<file path="config.mk">
export PLATFORM = sky130hd
export DESIGN_NAME = ifetch_line_server
export DESIGN_NICKNAME = d
export VERILOG_FILES = /design/src/rtl/ifu_pkg.sv /design/src/rtl/ifetch_outst_checker.sv /design/src/rtl/ifetch_outst_tracker.sv /design/src/rtl/ifetch_line_server.sv
export SDC_FILE = /design/constraint.sdc
export NUM_CORES = 1
export LEC_CHECK = 0
export ABC_AREA = 1
export CORE_AREA = 8 8 101 112
export DETAILED_ROUTE_END_ITERATION = 8
export DIE_AREA = 0 0 109 120
export GPL_TIMING_DRIVEN = 1
export PLACE_DENSITY_LB_ADDON = 0.05
export SLEW_MARGIN = 20
export SYNTH_ARGS = -nofsm -noshare
export SYNTH_HDL_FRONTEND = slang
export SYNTH_SLANG_ARGS = --single-unit
</file>
<file path="constraint.sdc">
create_clock -name clk -period 3 [get_ports clk]
set_clock_uncertainty 0.05 [all_clocks]
set_input_delay 0.75 -clock clk [delete_from_list [all_inputs] [get_ports clk]]
set_output_delay 0.75 -clock clk [all_outputs]
set_load 0.05 [all_outputs]
</file>
<file path="src/rtl/ifu_pkg.sv">
// Shared types and helpers for the instruction-fetch line server.
package ifu_pkg;

    typedef enum logic [1:0] {
        IDLE        = 2'd0,
        REQ         = 2'd1,
        REQ_FLUSHED = 2'd2
    } ifetch_state_e;

    function automatic int unsigned line_bytes(input int unsigned linewidth);
        return linewidth / 32'd8;
    endfunction

    // Clears the byte-offset bits below one line; lbytes must be a power of two.
    function automatic logic [63:0] line_align(input logic [63:0] addr, input int unsigned lbytes);
        return addr & ~(64'(lbytes) - 64'd1);
    endfunction

endpackage

</file>
<file path="src/rtl/ifetch_outst_checker.sv">
// Invariant monitor for the outstanding/drop counters.
module ifetch_outst_checker #(
    parameter int unsigned CW = 2
) (
    input logic          clk,
    input logic          rst,
    input logic [CW-1:0] outst_cnt_i,
    input logic [CW-1:0] drop_cnt_i
);

    a_drop_le_outst: assert property (@(posedge clk) disable iff (!rst) drop_cnt_i <= outst_cnt_i);

endmodule

</file>
<file path="src/rtl/ifetch_outst_tracker.sv">
// Counts granted reads awaiting response and how many of them must be discarded after a flush.
module ifetch_outst_tracker
    import ifu_pkg::*;
#(
    parameter int unsigned MAX_OUTST = 2,
    localparam int unsigned CW = $clog2(MAX_OUTST + 1)
) (
    input  logic clk,
    input  logic rst,
    input  logic inc_i,
    input  logic dec_i,
    input  logic drop_inc_i,
    input  logic flush_i,
    output logic has_credit_o,
    output logic drop_now_o
);

    logic [CW-1:0] outst_q, outst_d;
    logic [CW-1:0] drop_q, drop_d;
    logic          drop_pend_s;

    assign drop_pend_s  = (drop_q != {CW{1'b0}});
    assign has_credit_o = (outst_q < CW'(MAX_OUTST));
    // A response arriving in the flush cycle belongs to the old stream as well.
    assign drop_now_o   = dec_i & (drop_pend_s | flush_i);

    // Next-state for both counters; a flush reloads drop with everything still in flight.
    always_comb begin
        outst_d = outst_q + CW'(inc_i) - CW'(dec_i);
        if (flush_i) begin
            drop_d = outst_q + CW'(inc_i) - CW'(dec_i);
        end else if (dec_i && drop_pend_s) begin
            drop_d = drop_q + CW'(drop_inc_i) - CW'(1'b1);
        end else begin
            drop_d = drop_q + CW'(drop_inc_i);
        end
    end

    // Counter registers.
    always_ff @(posedge clk) begin
        if (!rst) begin
            outst_q <= {CW{1'b0}};
            drop_q  <= {CW{1'b0}};
        end else begin
            outst_q <= outst_d;
            drop_q  <= drop_d;
        end
    end

    ifetch_outst_checker #(.CW(CW)) u_chk (
        .clk         (clk),
        .rst         (rst),
        .outst_cnt_i (outst_q),
        .drop_cnt_i  (drop_q)
    );

endmodule

</file>
<file path="src/rtl/ifetch_line_server.sv">
// Memory-side line refill responder: sequential fetch, redirect on flush, in-order line return.
// Define IFETCH_RESP_BUF_EN to register line_valid/line_out (one extra cycle of latency).
module ifetch_line_server
    import ifu_pkg::*;
#(
    parameter int unsigned     LINEWIDTH = 64,
    parameter int unsigned     ADDRW     = 32,
    parameter int unsigned     MAX_OUTST = 2,
    parameter logic [ADDRW-1:0] RESET_PC = {ADDRW{1'b0}}
) (
    input  logic                 clk,
    input  logic                 rst,
    input  logic                 flush,
    input  logic [ADDRW-1:0]     redirect_pc,
    input  logic                 ld_line,
    output logic                 line_ready,
    output logic                 line_valid,
    output logic [LINEWIDTH-1:0] line_out,
    output logic [1:0]           order_when_flush_rdptr,
    output logic [1:0]           order_when_flush_nextcnt,
    output logic                 mem_req,
    output logic [ADDRW-1:0]     mem_addr,
    input  logic                 mem_gnt,
    input  logic                 mem_rvalid,
    input  logic [LINEWIDTH-1:0] mem_rdata
);

    localparam int unsigned      LINE_BYTES    = line_bytes(LINEWIDTH);
    localparam logic [ADDRW-1:0] LINE_INC      = ADDRW'(LINE_BYTES);
    localparam logic [ADDRW-1:0] RESET_ALIGNED = ADDRW'(line_align(64'(RESET_PC), LINE_BYTES));

    ifetch_state_e    state_q, state_d;
    logic [ADDRW-1:0] fetch_addr_q, fetch_addr_d;
    logic [ADDRW-1:0] mem_addr_q, mem_addr_d;
    logic [1:0]       order_q, order_d;
    logic [ADDRW-1:0] redirect_aligned_s;
    logic             grant_s, drop_inc_s, has_credit_s, drop_now_s, resp_ok_s;

    assign redirect_aligned_s = ADDRW'(line_align(64'(redirect_pc), LINE_BYTES));

    // FSM next state, request channel and fetch-address/redirect bookkeeping.
    always_comb begin
        state_d      = state_q;
        fetch_addr_d = fetch_addr_q;
        mem_addr_d   = mem_addr_q;
        order_d      = order_q;
        line_ready   = 1'b0;
        mem_req      = 1'b0;
        grant_s      = 1'b0;
        drop_inc_s   = 1'b0;
        case (state_q)
            IDLE: begin
                line_ready = rst & ~flush & has_credit_s;
                if (ld_line && line_ready) begin
                    state_d    = REQ;
                    mem_addr_d = fetch_addr_q;
                end else begin
                    state_d = IDLE;
                end
            end
            REQ: begin
                mem_req = 1'b1;
                if (mem_gnt) begin
                    grant_s      = 1'b1;
                    state_d      = IDLE;
                    fetch_addr_d = fetch_addr_q + LINE_INC;
                end else if (flush) begin
                    state_d = REQ_FLUSHED;
                end else begin
                    state_d = REQ;
                end
            end
            // Address stays on the bus until granted; the data it returns is stale.
            REQ_FLUSHED: begin
                mem_req = 1'b1;
                if (mem_gnt) begin
                    grant_s    = 1'b1;
                    drop_inc_s = 1'b1;
                    state_d    = IDLE;
                end else begin
                    state_d = REQ_FLUSHED;
                end
            end
            default: begin
                state_d = IDLE;
            end
        endcase
        if (flush) begin
            fetch_addr_d = redirect_aligned_s;
            order_d      = redirect_pc[2:1];
        end else begin
            order_d = order_q;
        end
    end

    // State and address registers.
    always_ff @(posedge clk) begin
        if (!rst) begin
            state_q      <= IDLE;
            fetch_addr_q <= RESET_ALIGNED;
            mem_addr_q   <= RESET_ALIGNED;
            order_q      <= RESET_PC[2:1];
        end else begin
            state_q      <= state_d;
            fetch_addr_q <= fetch_addr_d;
            mem_addr_q   <= mem_addr_d;
            order_q      <= order_d;
        end
    end

    ifetch_outst_tracker #(.MAX_OUTST(MAX_OUTST)) u_trk (
        .clk          (clk),
        .rst          (rst),
        .inc_i        (grant_s),
        .dec_i        (mem_rvalid),
        .drop_inc_i   (drop_inc_s),
        .flush_i      (flush),
        .has_credit_o (has_credit_s),
        .drop_now_o   (drop_now_s)
    );

    assign resp_ok_s                = mem_rvalid & ~drop_now_s & ~flush;
    assign mem_addr                 = mem_addr_q;
    assign order_when_flush_rdptr   = order_q;
    assign order_when_flush_nextcnt = order_q;

`ifdef IFETCH_RESP_BUF_EN
    logic                 line_valid_q;
    logic [LINEWIDTH-1:0] line_out_q;

    // Response register; line data holds between valid pulses.
    always_ff @(posedge clk) begin
        if (!rst) begin
            line_valid_q <= 1'b0;
            line_out_q   <= {LINEWIDTH{1'b0}};
        end else begin
            line_valid_q <= resp_ok_s;
            if (resp_ok_s) begin
                line_out_q <= mem_rdata;
            end
        end
    end

    assign line_valid = line_valid_q;
    assign line_out   = line_out_q;
`else
    assign line_valid = resp_ok_s;
    assign line_out   = mem_rdata;
`endif

endmodule

</file>
==> metrics.txt, run 1 <==
# TYPE chip_impl_metric gauge
chip_impl_info{name="outcome",value="completed"} 1
chip_impl_metric{name="routed_via_density",unit=""} 5.02
chip_impl_metric{name="synth_seq_cells",unit=""} 66
chip_impl_metric{name="final_design_area_excluding_fillers",unit="um2"} 4680
chip_impl_metric{name="grt_pass1_vias",unit=""} 3708
chip_impl_metric{name="n_antenna_cell",unit=""} 0
chip_impl_metric{name="ys.warnings.count",unit=""} 0
chip_impl_metric{name="synthSimpleGateAreaFrac",unit="%"} 28.6
chip_impl_info{name="synth_top_family_by_area",value="simple AND/OR/NAND/NOR gates"} 1
chip_impl_metric{name="die_height",unit="um"} 120
chip_impl_metric{name="cap_violations",unit=""} 0
chip_impl_metric{name="total_negative_slack_for_setup_checks",unit="ns"} 0
chip_impl_metric{name="first_iter_violations",unit=""} 140
chip_impl_metric{name="num_vias",unit=""} 3654
chip_impl_metric{name="crit_fanout",unit=""} 6
chip_impl_metric{name="leakage",unit="nW"} 1.76
chip_impl_metric{name="unique_cell_type_count_in_the_yosys_netlist",unit=""} 31
chip_impl_metric{name="start_util",unit="%"} 42.6
chip_impl_metric{name="dieWidth",unit="um"} 109
chip_impl_metric{name="post_cts.repair.setup_buffers",unit=""} 0
chip_impl_metric{name="synth_area_per_cell",unit="um2"} 6.79
chip_impl_metric{name="cts-hold-fix-buffers",unit=""} 0
chip_impl_metric{name="antenna_found_initial",unit=""} 0
chip_impl_metric{name="grt.overflow.total",unit=""} 0
chip_impl_info{name="startpoint_type",value="primary input"} 1
chip_impl_metric{name="utilization",unit="%"} 49.0
chip_impl_metric{name="die_area",unit="um2"} 13100
chip_impl_metric{name="drc",unit=""} 0
chip_impl_metric{name="placed_cell_area",unit="um2"} 4440
chip_impl_metric{name="r2r.worst_path.cells",unit=""} 8
chip_impl_metric{name="min_tclk_post_route",unit="ns"} 2.67
chip_impl_metric{name="cts_inserted_buffers",unit=""} 9
chip_impl_metric{name="cts-root-to-sink-buffers",unit=""} 2
chip_impl_info{name="layout.cells.most_common",value="nand2_1"} 1
chip_impl_info{name="setup.worst_path.class",value="primary input to primary output"} 1
chip_impl_metric{name="yosysSeqAreaShare",unit="%"} 32.5
chip_impl_info{name="most_frequent_cells_in_the_layout",value="nand2_1 (145), clkdlybuf4s50_1 (70), dfxtp_1 (66)"} 1
chip_impl_metric{name="setup_viol",unit=""} 0
chip_impl_metric{name="hold_viol",unit=""} 0
chip_impl_metric{name="detailed_route_wire_length_per_cell",unit="um"} 14.8
chip_impl_info{name="grt_setup_unrepaired",value="false"} 1
chip_impl_metric{name="synth.area.mux_share",unit="%"} 0
chip_impl_metric{name="netlist_area",unit="um2"} 4070
chip_impl_info{name="critical_path.endpoint_type",value="primary output"} 1
chip_impl_metric{name="clk_pin_slew",unit="ns"} 0.08
chip_impl_info{name="hp-class",value="flop to flop"} 1
chip_impl_metric{name="slew_violations",unit=""} 0
chip_impl_metric{name="layout-area-overhead-vs-synth",unit="%"} 15.0
chip_impl_metric{name="whs",unit="ns"} 0.410
chip_impl_metric{name="clkSinkCount",unit=""} 66
chip_impl_metric{name="rows",unit=""} 38
chip_impl_metric{name="final.period_utilization",unit="%"} 88.9
chip_impl_info{name="clock_tree.root_cell",value="clkbuf_8"} 1
chip_impl_info{name="tritoncts",value="yes"} 1
chip_impl_metric{name="fp.coreArea",unit="um2"} 9560
chip_impl_metric{name="total_routing_usage_gr",unit="%"} 17.1
chip_impl_metric{name="buffer_ports.inserted",unit=""} 72
chip_impl_info{name="worst_path_max_delay_cell",value="clkdlybuf4s50_1"} 1
chip_impl_metric{name="gpl.final_weighted_congestion",unit=""} 0.830
chip_impl_metric{name="synth-xor-area-share",unit="%"} 2.15
chip_impl_metric{name="syn-instance-count",unit=""} 599
chip_impl_metric{name="nFillCells",unit=""} 1019
chip_impl_metric{name="data_arrival_time_of_the_critical_path",unit="ns"} 1.87
chip_impl_info{name="ordered_cell_list_for_the_critical_path",value="clkdlybuf4s50_1, nor3_1, buf_12"} 1
chip_impl_metric{name="peak_freq",unit="MHz"} 375
chip_impl_metric{name="layout-drive-gt1-share",unit="%"} 8.39
chip_impl_metric{name="cts-htree-levels",unit=""} 3
chip_impl_metric{name="grt_start_max_net_pins",unit=""} 31
chip_impl_metric{name="grt_pass1_wl",unit="mm"} 18.0
chip_impl_metric{name="clk_latency",unit="ns"} 0.34
chip_impl_metric{name="whs_path_depth",unit=""} 2
chip_impl_metric{name="power_density_cells",unit="nW/um2"} 463
chip_impl_metric{name="final_nets",unit=""} 713
chip_impl_metric{name="tightest_slew",unit="ns"} 0.556
chip_impl_metric{name="vdd_ir_drop_max",unit="mV"} 0.269
chip_impl_metric{name="drt_pre_antenna_iters",unit=""} 4
chip_impl_metric{name="synth_compound_gate_area_share",unit="%"} 13.4
chip_impl_metric{name="antenna_violating_nets_post_route",unit=""} 0
chip_impl_metric{name="slew-limit-headroom",unit="%"} 62.9
chip_impl_metric{name="worstPathRequired",unit="ns"} 2.20
chip_impl_metric{name="i_o_pin_count",unit=""} 205
chip_impl_metric{name="route.final.wire_length",unit="mm"} 10.8
chip_impl_metric{name="cpPeakStageDelay",unit="ns"} 0.55
chip_impl_metric{name="ctsResizeCount",unit=""} 0
chip_impl_metric{name="place_hpwl",unit="mm"} 8.06
chip_impl_metric{name="synth_adder_area_share",unit="%"} 2.46
where the power goes:
part,internal [mW],leakage (nW),switching (mW)
Clock,0.535,0.119,0.350
Sequential,0.914,0.539,0.0405
Combinational,0.135,1.10,0.191
cells in the mapped netlist:
cell / instances / area share [%]
o221ai_1: 1 / 0.22
o31ai_1: 2 / 0.37
nor2_4: 6 / 1.7
inv_1: 54 / 5.0
nand3b_1: 2 / 0.37
a22o_1: 2 / 0.43
nor3_1: 5 / 0.62
nand3_1: 56 / 6.9
buf_4: 71 / 13
o21ai_1: 2 / 0.25
and2_1: 1 / 0.15
o21bai_1: 2 / 0.37
xnor2_1: 5 / 1.1
nand2_1: 145 / 13
nand2_2: 6 / 0.92
clkbuf_1: 8 / 0.74
nor2_2: 4 / 0.62
xor2_1: 5 / 1.1
buf_2: 14 / 1.7
inv_2: 3 / 0.28
a21oi_4: 1 / 0.40
a221oi_1: 1 / 0.22
a31oi_1: 11 / 1.7
nor3_2: 1 / 0.25
o21ai_0: 26 / 3.2
ha_1: 8 / 2.5
nor2_1: 37 / 3.4
a21oi_1: 51 / 6.3
dfxtp_1: 66 / 32
conb_1: 1 / 0.092
nand4_1: 2 / 0.31
routing by layer:
| layer | up-vias | wire length [um] | share of wire [%] | track usage [%] |
|---|---|---|---|---|
| met5 | - | 0 | 0 | 0 |
| met3 | 28 | 758 | 7.0 | 4.72 |
| met4 | 0 | 211 | 2.0 | 7.28 |
| met2 | 103 | 5200 | 48 | 28.1 |
| li1 | 1861 | - | - | - |
| met1 | 1662 | 4640 | 43 | 20.4 |
worst max-delay path: cells and delay by family:
family / cells / cell delay [ns]
buf+inv: 2 / 0.73
simple gates: 1 / 0.38
flip-flops by register name (all words and copies together) (netlist names):
register	cells
fetch_addr_q	29
state_q	2
u_trk.drop_q	2
u_trk.outst_q	2
mem_addr	29
order_when_flush_nextcnt	2
cell families after synthesis:
| logic type | Yosys count |
|---|---|
| compound gates | 99 |
| xor+xnor | 10 |
| fa+ha+maj | 8 |
| buf+inv | 150 |
| flops | 66 |
| other cells | 1 |
| simple gates | 265 |
per-stage QoR:
| step | setup WS (ns) | power [mW] | std cells |
|---|---|---|---|
| 6_report | 0.333 | 2.16 | 728 |
| 5_1_grt | 0.260 | 2.27 | 728 |
| 4_1_cts | 0.305 | 2.20 | 728 |
| 3_5_place_dp | 0.165 | 1.30 | 712 |
| 3_3_place_gp | 0.199 | 1.30 | 712 |
| 2_1_floorplan | 0.0429 | 1.40 | 601 |
area by class of cell:
type,count,area [um2],share of cell area (%)
multi-input cells,385,1910,40.9
flip-flops and latches,66,1320,28.2
repair buffers,84,843,18.0
inverters,57,214,4.57
clock buffers,12,165,3.53
well taps,120,150,3.21
clock inverters,4,72.6,1.55
final timing paths:
kind,start,slack [ns],to
worst min register to register,mem_addr[18]$_SDFFE_PN0P_,0.41,mem_addr[18]$_SDFFE_PN0P_
worst max-delay path,flush,0.33,line_valid
worst min-delay path,mem_addr[18]$_SDFFE_PN0P_,0.41,mem_addr[18]$_SDFFE_PN0P_
worst max register to register,state_q[1]$_SDFF_PN0_,1.04,fetch_addr_q[18]$_SDFFE_PN0P_
Note: power is estimated with default switching activity, not from simulation.
==> run 2, diff against run 1 <==
--- a/config.mk
+++ b/config.mk
@@ -6,9 +6,9 @@
 export NUM_CORES = 1
 export LEC_CHECK = 0
 export ABC_AREA = 1
-export CORE_AREA = 8 8 101 112
+export CORE_AREA = 8 8 104 116
 export DETAILED_ROUTE_END_ITERATION = 8
-export DIE_AREA = 0 0 109 120
+export DIE_AREA = 0 0 112 124
 export GPL_TIMING_DRIVEN = 1
 export PLACE_DENSITY_LB_ADDON = 0.05
 export SLEW_MARGIN = 20
==> constraint.sdc (replaced) <==
create_clock -name clk -period 2.6 [get_ports clk]
set_clock_uncertainty 0.05 [all_clocks]
set_input_delay 0.65 -clock clk [delete_from_list [all_inputs] [get_ports clk]]
set_output_delay 0.65 -clock clk [all_outputs]
set_load 0.05 [all_outputs]
==> run 2 against run 1 <==
Net effect:
- routed wire length is 2.1% higher
- via count grew 0.14%
- power up 26%
- first-iteration DRC count up 24%
- sequential share of layout area shrank 0.37 points
- hold slack got worse by 0.0031 ns
- register-to-register slack worse by 0.16 ns
- worst setup slack got worse by 0.18 ns
- core utilization is 2.3 points lower
- flip-flop and latch count did not move
- final cell count is 0.27% higher
==> metrics.txt, run 2 (synthesis results as in run 1) <==
# TYPE chip_impl_metric gauge
chip_impl_info{name="outcome",value="completed"} 1
chip_impl_info{name="worst_hold_path.endpoint",value="mem_addr[5]$_SDFFE_PN0P_"} 1
chip_impl_metric{name="total_negative_slack_for_setup_checks",unit="ns"} 0
chip_impl_metric{name="vdd_ir_drop_max",unit="mV"} 0.282
chip_impl_metric{name="dieWidth",unit="um"} 112
chip_impl_metric{name="drt_pre_antenna_iters",unit=""} 5
chip_impl_metric{name="place_hpwl",unit="mm"} 8.17
chip_impl_metric{name="utilization",unit="%"} 46.7
chip_impl_info{name="layout.cells.most_common",value="nand2_1"} 1
chip_impl_metric{name="num_vias",unit=""} 3659
chip_impl_metric{name="peak_freq",unit="MHz"} 409
chip_impl_info{name="critical_path.endpoint_type",value="primary output"} 1
chip_impl_metric{name="slew-limit-headroom",unit="%"} 62.1
chip_impl_metric{name="cts-htree-levels",unit=""} 3
chip_impl_info{name="setup.worst_path.class",value="primary input to primary output"} 1
chip_impl_metric{name="final.period_utilization",unit="%"} 94.1
chip_impl_metric{name="clk_pin_slew",unit="ns"} 0.06
chip_impl_metric{name="i_o_pin_count",unit=""} 205
chip_impl_metric{name="die_area",unit="um2"} 13900
chip_impl_metric{name="grt.overflow.total",unit=""} 0
chip_impl_metric{name="route.final.wire_length",unit="mm"} 11.0
chip_impl_metric{name="ff_latch_area",unit="um2"} 1320
chip_impl_metric{name="gpl.final_weighted_congestion",unit=""} 0.863
chip_impl_metric{name="cts-hold-fix-buffers",unit=""} 0
chip_impl_metric{name="grt_pass1_vias",unit=""} 3613
chip_impl_metric{name="grt_start_max_net_pins",unit=""} 57
chip_impl_metric{name="total_routing_usage_gr",unit="%"} 16.4
chip_impl_metric{name="n_antenna_cell",unit=""} 0
chip_impl_metric{name="ctsResizeCount",unit=""} 0
chip_impl_metric{name="multi_input_comb_area",unit="um2"} 1920
chip_impl_metric{name="leakage",unit="nW"} 1.78
chip_impl_info{name="holdCritStartpoint",value="mem_addr[5]$_SDFFE_PN0P_"} 1
chip_impl_metric{name="combinational_group_share_of_total_power",unit="%"} 13.7
chip_impl_metric{name="rows",unit=""} 39
chip_impl_metric{name="nFillCells",unit=""} 1102
chip_impl_metric{name="placed_cell_area",unit="um2"} 4440
chip_impl_metric{name="first_iter_violations",unit=""} 173
chip_impl_info{name="r2r_end",value="u_trk.drop_q[1]$_SDFF_PN0_"} 1
chip_impl_info{name="hp-class",value="flop to flop"} 1
chip_impl_metric{name="cts_inserted_buffers",unit=""} 9
chip_impl_metric{name="fp.coreArea",unit="um2"} 10100
chip_impl_metric{name="layout-drive-gt1-share",unit="%"} 8.73
chip_impl_info{name="clock_tree.root_cell",value="clkbuf_16"} 1
chip_impl_metric{name="crit_fanout",unit=""} 4
chip_impl_metric{name="timing.reg2reg.setup_slack",unit="ns"} 0.88
chip_impl_metric{name="seq_power_share",unit="%"} 40.4
chip_impl_metric{name="start_util",unit="%"} 40.1
chip_impl_metric{name="min_tclk_post_route",unit="ns"} 2.45
chip_impl_metric{name="clkSinkCount",unit=""} 66
chip_impl_metric{name="setup_viol",unit=""} 0
chip_impl_metric{name="tightest_slew",unit="ns"} 0.568
chip_impl_metric{name="hold_viol",unit=""} 0
chip_impl_metric{name="buffer_ports.inserted",unit=""} 72
chip_impl_metric{name="power_density_cells",unit="nW/um2"} 575
chip_impl_metric{name="cts-root-to-sink-buffers",unit=""} 2
chip_impl_metric{name="r2r.worst_path.cells",unit=""} 10
chip_impl_metric{name="die_height",unit="um"} 124
chip_impl_metric{name="grt_pass1_wl",unit="mm"} 18.3
chip_impl_metric{name="final_design_area_excluding_fillers",unit="um2"} 4740
chip_impl_metric{name="layout-area-overhead-vs-synth",unit="%"} 16.5
chip_impl_metric{name="whs_path_depth",unit=""} 2
chip_impl_metric{name="net-switching-power",unit="mW"} 0.750
chip_impl_metric{name="netSwitchingFraction",unit="%"} 27.5
chip_impl_metric{name="cap_violations",unit=""} 0
chip_impl_info{name="worstReg2RegStart",value="state_q[0]$_SDFF_PN0_"} 1
chip_impl_info{name="grt_setup_unrepaired",value="false"} 1
chip_impl_metric{name="slew_violations",unit=""} 0
chip_impl_metric{name="post_cts.repair.setup_buffers",unit=""} 0
chip_impl_info{name="tritoncts",value="yes"} 1
chip_impl_metric{name="data_arrival_time_of_the_critical_path",unit="ns"} 1.75
chip_impl_metric{name="internal_power",unit="mW"} 1.98
chip_impl_info{name="startpoint_type",value="primary input"} 1
chip_impl_metric{name="final_nets",unit=""} 712
chip_impl_metric{name="detailed_route_wire_length_per_cell",unit="um"} 15.1
chip_impl_metric{name="drc",unit=""} 0
chip_impl_metric{name="worstPathRequired",unit="ns"} 1.90
chip_impl_metric{name="antenna_found_initial",unit=""} 0
chip_impl_metric{name="antenna_violating_nets_post_route",unit=""} 0
chip_impl_info{name="most_frequent_cells_in_the_layout",value="nand2_1 (145), clkdlybuf4s50_1 (68), dfxtp_1 (66)"} 1
chip_impl_metric{name="whs",unit="ns"} 0.407
chip_impl_metric{name="routed_via_density",unit=""} 5.01
chip_impl_metric{name="clk_latency",unit="ns"} 0.33
chip_impl_metric{name="total_power",unit="mW"} 2.73
chip_impl_metric{name="pwr-share-clk",unit="%"} 45.9
run 2: cell types whose count changed in the layout (fill, tap and decap cells not counted), sizes merged:
cell	before	now
clkinv	1	2
clkdlybuf4s50	70	68
clkinvlp	1	3
bufinv	2	1
clkbuf	12	10
buf	14	15
run 2: critical path: stages:
cell             delay (ns)
clkdlybuf4s50_1        0.52
nand2_1                0.10
nor3_4                 0.28
buf_12                 0.19
run 2: stage by stage:
stage / cells / setup slack (ns)
6_report: 730 / 0.154
5_1_grt: 730 / 0.0780
4_1_cts: 730 / 0.120
3_5_place_dp: 714 / 0.133
3_3_place_gp: 714 / 0.120
2_1_floorplan: 601 / 0.262
run 2: metal layers:
metal | part of all wire, % | routed length [um] | vias to the layer above | track usage, %
met5 | 0 | 0 | - | 0
met4 | 2.0 | 216 | 0 | 7.43
met3 | 6.0 | 664 | 34 | 4.66
met2 | 49 | 5380 | 99 | 28.8
met1 | 43 | 4770 | 1661 | 18.5
li1 | - | - | 1865 | -
run 2: worst max path at each step:
stage	from	end	slack, ns	cells after the start
after CTS	rst	line_ready	0.12	4
after global placement	rst	line_ready	0.12	4
final	rst	line_ready	0.15	4
after global routing	rst	line_ready	0.08	4
after detailed placement	rst	line_ready	0.13	4
after floorplan	flush	line_valid	0.26	3
run 2: cell type report:
cell class,instances,share of cell area [%]
Clock inverter,6,1.40
Multi-Input combinational cell,385,40.5
Tap cell,123,3.25
Timing Repair Buffer,83,17.5
Clock buffer,10,5.04
Sequential cell,66,27.9
Inverter,57,4.51
run 2: power groups by stage:
stage / registers, mW / logic, mW / clock network, mW
3_3_place_gp: 1.12 / 0.373 / 0
2_1_floorplan: 1.14 / 0.476 / 0
3_5_place_dp: 1.13 / 0.378 / 0
5_1_grt: 1.11 / 0.416 / 1.32
4_1_cts: 1.10 / 0.380 / 1.28
6_report: 1.10 / 0.374 / 1.25
==> run 3, diff against run 2 <==
--- a/config.mk
+++ b/config.mk
@@ -6,11 +6,13 @@
 export NUM_CORES = 1
 export LEC_CHECK = 0
 export ABC_AREA = 1
-export CORE_AREA = 8 8 104 116
+export CORE_AREA = 2 2 98 110
+export CTS_BUF_LIST = sky130_fd_sc_hd__clkbuf_16
 export DETAILED_ROUTE_END_ITERATION = 8
-export DIE_AREA = 0 0 112 124
+export DIE_AREA = 0 0 100 112
 export GPL_TIMING_DRIVEN = 1
 export PLACE_DENSITY_LB_ADDON = 0.05
+export SETUP_SLACK_MARGIN = 0.5
 export SLEW_MARGIN = 20
 export SYNTH_ARGS = -nofsm -noshare
 export SYNTH_HDL_FRONTEND = slang
==> run 3 against run 2 <==
Net effect:
- clock power shrank 5%
- final cell count grew 0.96%
- core utilization is essentially flat
- die area shrank 19%
- sequential power is essentially flat
- hold slack lost 0.0025 ns
- via count shrank 0.36%
- global-route usage grew 3.2 points
- clock-buffer cell count shrank 1
- non-clock buffer count grew 7
- critical endpoint unchanged
- largest power group unchanged
==> metrics.txt, run 3 (synthesis results as in run 1) <==
# TYPE chip_impl_metric gauge
chip_impl_metric{name="clk_pin_slew",unit="ns"} 0.05
chip_impl_metric{name="slew_violations",unit=""} 0
chip_impl_info{name="worst_path_max_delay_cell",value="dfxtp_2"} 1
chip_impl_metric{name="fp.coreArea",unit="um2"} 10100
chip_impl_metric{name="dieWidth",unit="um"} 100
chip_impl_info{name="critical_path.endpoint_type",value="primary output"} 1
chip_impl_metric{name="tightest_slew",unit="ns"} 0.601
chip_impl_info{name="clock_tree.root_cell",value="clkbuf_16"} 1
chip_impl_info{name="grt_setup_unrepaired",value="false"} 1
chip_impl_metric{name="layout-area-overhead-vs-synth",unit="%"} 16.5
chip_impl_metric{name="route.final.wire_length",unit="mm"} 10.6
chip_impl_info{name="r2r_end",value="u_trk.drop_q[1]$_SDFF_PN0_"} 1
chip_impl_metric{name="start_util",unit="%"} 40.1
chip_impl_metric{name="pwr-share-clk",unit="%"} 44.7
chip_impl_info{name="ordered_cell_list_for_the_critical_path",value="inv_2, ha_4, nand2_2, nor3_4, buf_12"} 1
chip_impl_metric{name="drc",unit=""} 0
chip_impl_metric{name="final.period_utilization",unit="%"} 79.1
chip_impl_metric{name="total_negative_slack_for_setup_checks",unit="ns"} 0
chip_impl_metric{name="grt.overflow.total",unit=""} 0
chip_impl_metric{name="total_routing_usage_gr",unit="%"} 19.6
chip_impl_metric{name="clk_latency",unit="ns"} 0.33
chip_impl_metric{name="grt_pass1_vias",unit=""} 3596
chip_impl_metric{name="detailed_route_wire_length_per_cell",unit="um"} 14.4
chip_impl_metric{name="layout-drive-gt1-share",unit="%"} 10.4
chip_impl_metric{name="leakage",unit="nW"} 1.97
chip_impl_metric{name="cts_inserted_buffers",unit=""} 9
chip_impl_metric{name="nFillCells",unit=""} 1106
chip_impl_metric{name="rows",unit=""} 39
chip_impl_metric{name="first_iter_violations",unit=""} 90
chip_impl_metric{name="antenna_violating_nets_post_route",unit=""} 0
chip_impl_metric{name="antenna_found_initial",unit=""} 0
chip_impl_metric{name="power_density_cells",unit="nW/um2"} 563
chip_impl_info{name="path_delay_family",value="flip-flops"} 1
chip_impl_metric{name="peak_freq",unit="MHz"} 486
chip_impl_metric{name="clkSinkCount",unit=""} 66
chip_impl_metric{name="combinational_group_share_of_total_power",unit="%"} 14.0
chip_impl_metric{name="place_hpwl",unit="mm"} 7.84
chip_impl_info{name="worstReg2RegStart",value="state_q[0]$_SDFF_PN0_"} 1
chip_impl_metric{name="drt_pre_antenna_iters",unit=""} 5
chip_impl_metric{name="grt_pass1_wl",unit="mm"} 17.7
chip_impl_metric{name="sum_of_buffers_and_inverters_on_the_critical_path",unit=""} 2
chip_impl_metric{name="cts-hold-fix-buffers",unit=""} 0
chip_impl_metric{name="num_vias",unit=""} 3646
chip_impl_metric{name="vdd_ir_drop_max",unit="mV"} 0.338
chip_impl_metric{name="crit_fanout",unit=""} 3
chip_impl_metric{name="die_height",unit="um"} 112
chip_impl_metric{name="slew-limit-headroom",unit="%"} 59.9
chip_impl_metric{name="cp_num_cells",unit=""} 5
chip_impl_metric{name="cts-root-to-sink-buffers",unit=""} 2
chip_impl_metric{name="worstPathRequired",unit="ns"} 1.90
chip_impl_metric{name="n_antenna_cell",unit=""} 0
chip_impl_metric{name="timing.reg2reg.setup_slack",unit="ns"} 0.84
chip_impl_metric{name="r2r.worst_path.cells",unit=""} 11
chip_impl_info{name="outcome",value="completed"} 1
chip_impl_metric{name="i_o_pin_count",unit=""} 205
chip_impl_metric{name="internal_power",unit="mW"} 1.94
chip_impl_info{name="cp-startpoint",value="state_q[0]$_SDFF_PN0_"} 1
chip_impl_metric{name="die_area",unit="um2"} 11200
chip_impl_metric{name="netSwitchingFraction",unit="%"} 27.3
chip_impl_info{name="startpoint_type",value="flop"} 1
chip_impl_info{name="tritoncts",value="yes"} 1
chip_impl_metric{name="final_nets",unit=""} 719
chip_impl_metric{name="gpl.final_weighted_congestion",unit=""} 0.849
chip_impl_metric{name="buffer_ports.inserted",unit=""} 72
chip_impl_info{name="setup.worst_path.class",value="flop to primary output"} 1
chip_impl_metric{name="whs_path_depth",unit=""} 2
chip_impl_info{name="most_frequent_cells_in_the_layout",value="nand2_1 (144), dfxtp_1 (65), nand3_1 (56)"} 1
chip_impl_metric{name="setup_viol",unit=""} 0
chip_impl_metric{name="net-switching-power",unit="mW"} 0.729
chip_impl_metric{name="cap_violations",unit=""} 0
chip_impl_metric{name="cpPeakStageDelay",unit="ns"} 0.33
chip_impl_metric{name="min_tclk_post_route",unit="ns"} 2.06
chip_impl_info{name="hp-class",value="flop to flop"} 1
chip_impl_metric{name="hold_viol",unit=""} 0
chip_impl_metric{name="routed_via_density",unit=""} 4.95
chip_impl_info{name="layout.cells.most_common",value="nand2_1"} 1
chip_impl_metric{name="total_power",unit="mW"} 2.67
chip_impl_metric{name="seq_power_share",unit="%"} 41.3
chip_impl_info{name="worst_setup_path_endpoint",value="line_ready"} 1
chip_impl_metric{name="grt_start_max_net_pins",unit=""} 29
chip_impl_metric{name="data_arrival_time_of_the_critical_path",unit="ns"} 1.36
chip_impl_metric{name="cts-htree-levels",unit=""} 3
==> run 3: changes by cell type in the layout (fill, tap and decap cells not counted), moves of 2 or more <==
cell,before,now
buf_4,11,19
dlygate4sd2_1,0,34
clkinvlp_4,3,1
clkdlybuf4s50_1,68,33
inv_2,3,6
==> run 3: power by group through the flow <==
stage	combinational (mW)	sequential (mW)	clock, mW
floorplan	0.479	1.14	0
global placement	0.378	1.12	0
detailed placement	0.382	1.12	0
CTS	0.376	1.10	1.22
global route	0.416	1.11	1.27
finish	0.374	1.10	1.19
==> run 3: worst min-delay path, cell delays in order (launching register included) <==
cell     delay, ns
dfxtp_1       0.30
nand2_1       0.06
a21oi_1       0.05
==> run 3: worst min-delay path by stage <==
stage | from | endpoint | slack, ns
finish | mem_addr[20]$_SDFFE_PN0P_ | mem_addr[20]$_SDFFE_PN0P_ | 0.40
global route | mem_addr[20]$_SDFFE_PN0P_ | mem_addr[20]$_SDFFE_PN0P_ | 0.42
CTS | mem_addr[8]$_SDFFE_PN0P_ | mem_addr[8]$_SDFFE_PN0P_ | 0.41
detailed placement | mem_addr[8]$_SDFFE_PN0P_ | mem_addr[8]$_SDFFE_PN0P_ | 0.40
global placement | mem_addr[6]$_SDFFE_PN0P_ | mem_addr[6]$_SDFFE_PN0P_ | 0.40
floorplan | fetch_addr_q[30]$_SDFFE_PN0P_ | fetch_addr_q[30]$_SDFFE_PN0P_ | 0.42
==> run 3: cell type report <==
cell class                 instances  area (um2)  area share [%]
clock buffer                       9         225            4.75
clock inverter                     7        62.6            1.32
inverter                          57         214            4.52
tap                              123         154            3.25
multi-input combinational        385        1940            40.9
sequential                        66        1320            27.9
timing repair buffer              90         821            17.3
==> run 3: metrics by stage <==
stage               instance area (um2)  worst slack [ns]  hold slack, ns  instances  utilization (%)
finish                             4740             0.544           0.405        737             46.7
global route                       4740             0.498           0.424        737             46.7
CTS                                4710             0.356           0.410        735             46.4
detailed placement                 4470             0.173           0.403        719             44.0
global placement                   4470             0.149           0.399        719             44.0
floorplan                          4090             0.523           0.422        601                -
==> run 3: repair_timing <==
| item | in CTS | in global routing |
|---|---|---|
| resized for setup | 36 | 8 |
| setup endpoints to repair | 35 | 1 |
| buffers inserted | 0 | 2 |
| pin swaps | 2 | 1 |
==> run 3: routing by layer <==
metal / up-vias / part of all wire, % / track usage, %
met5: - / 0 / 0
met4: 0 / 1.7 / 6.85
met3: 27 / 4.7 / 3.77
met2: 89 / 49 / 33.7
met1: 1658 / 45 / 24.5
li1: 1872 / - / -
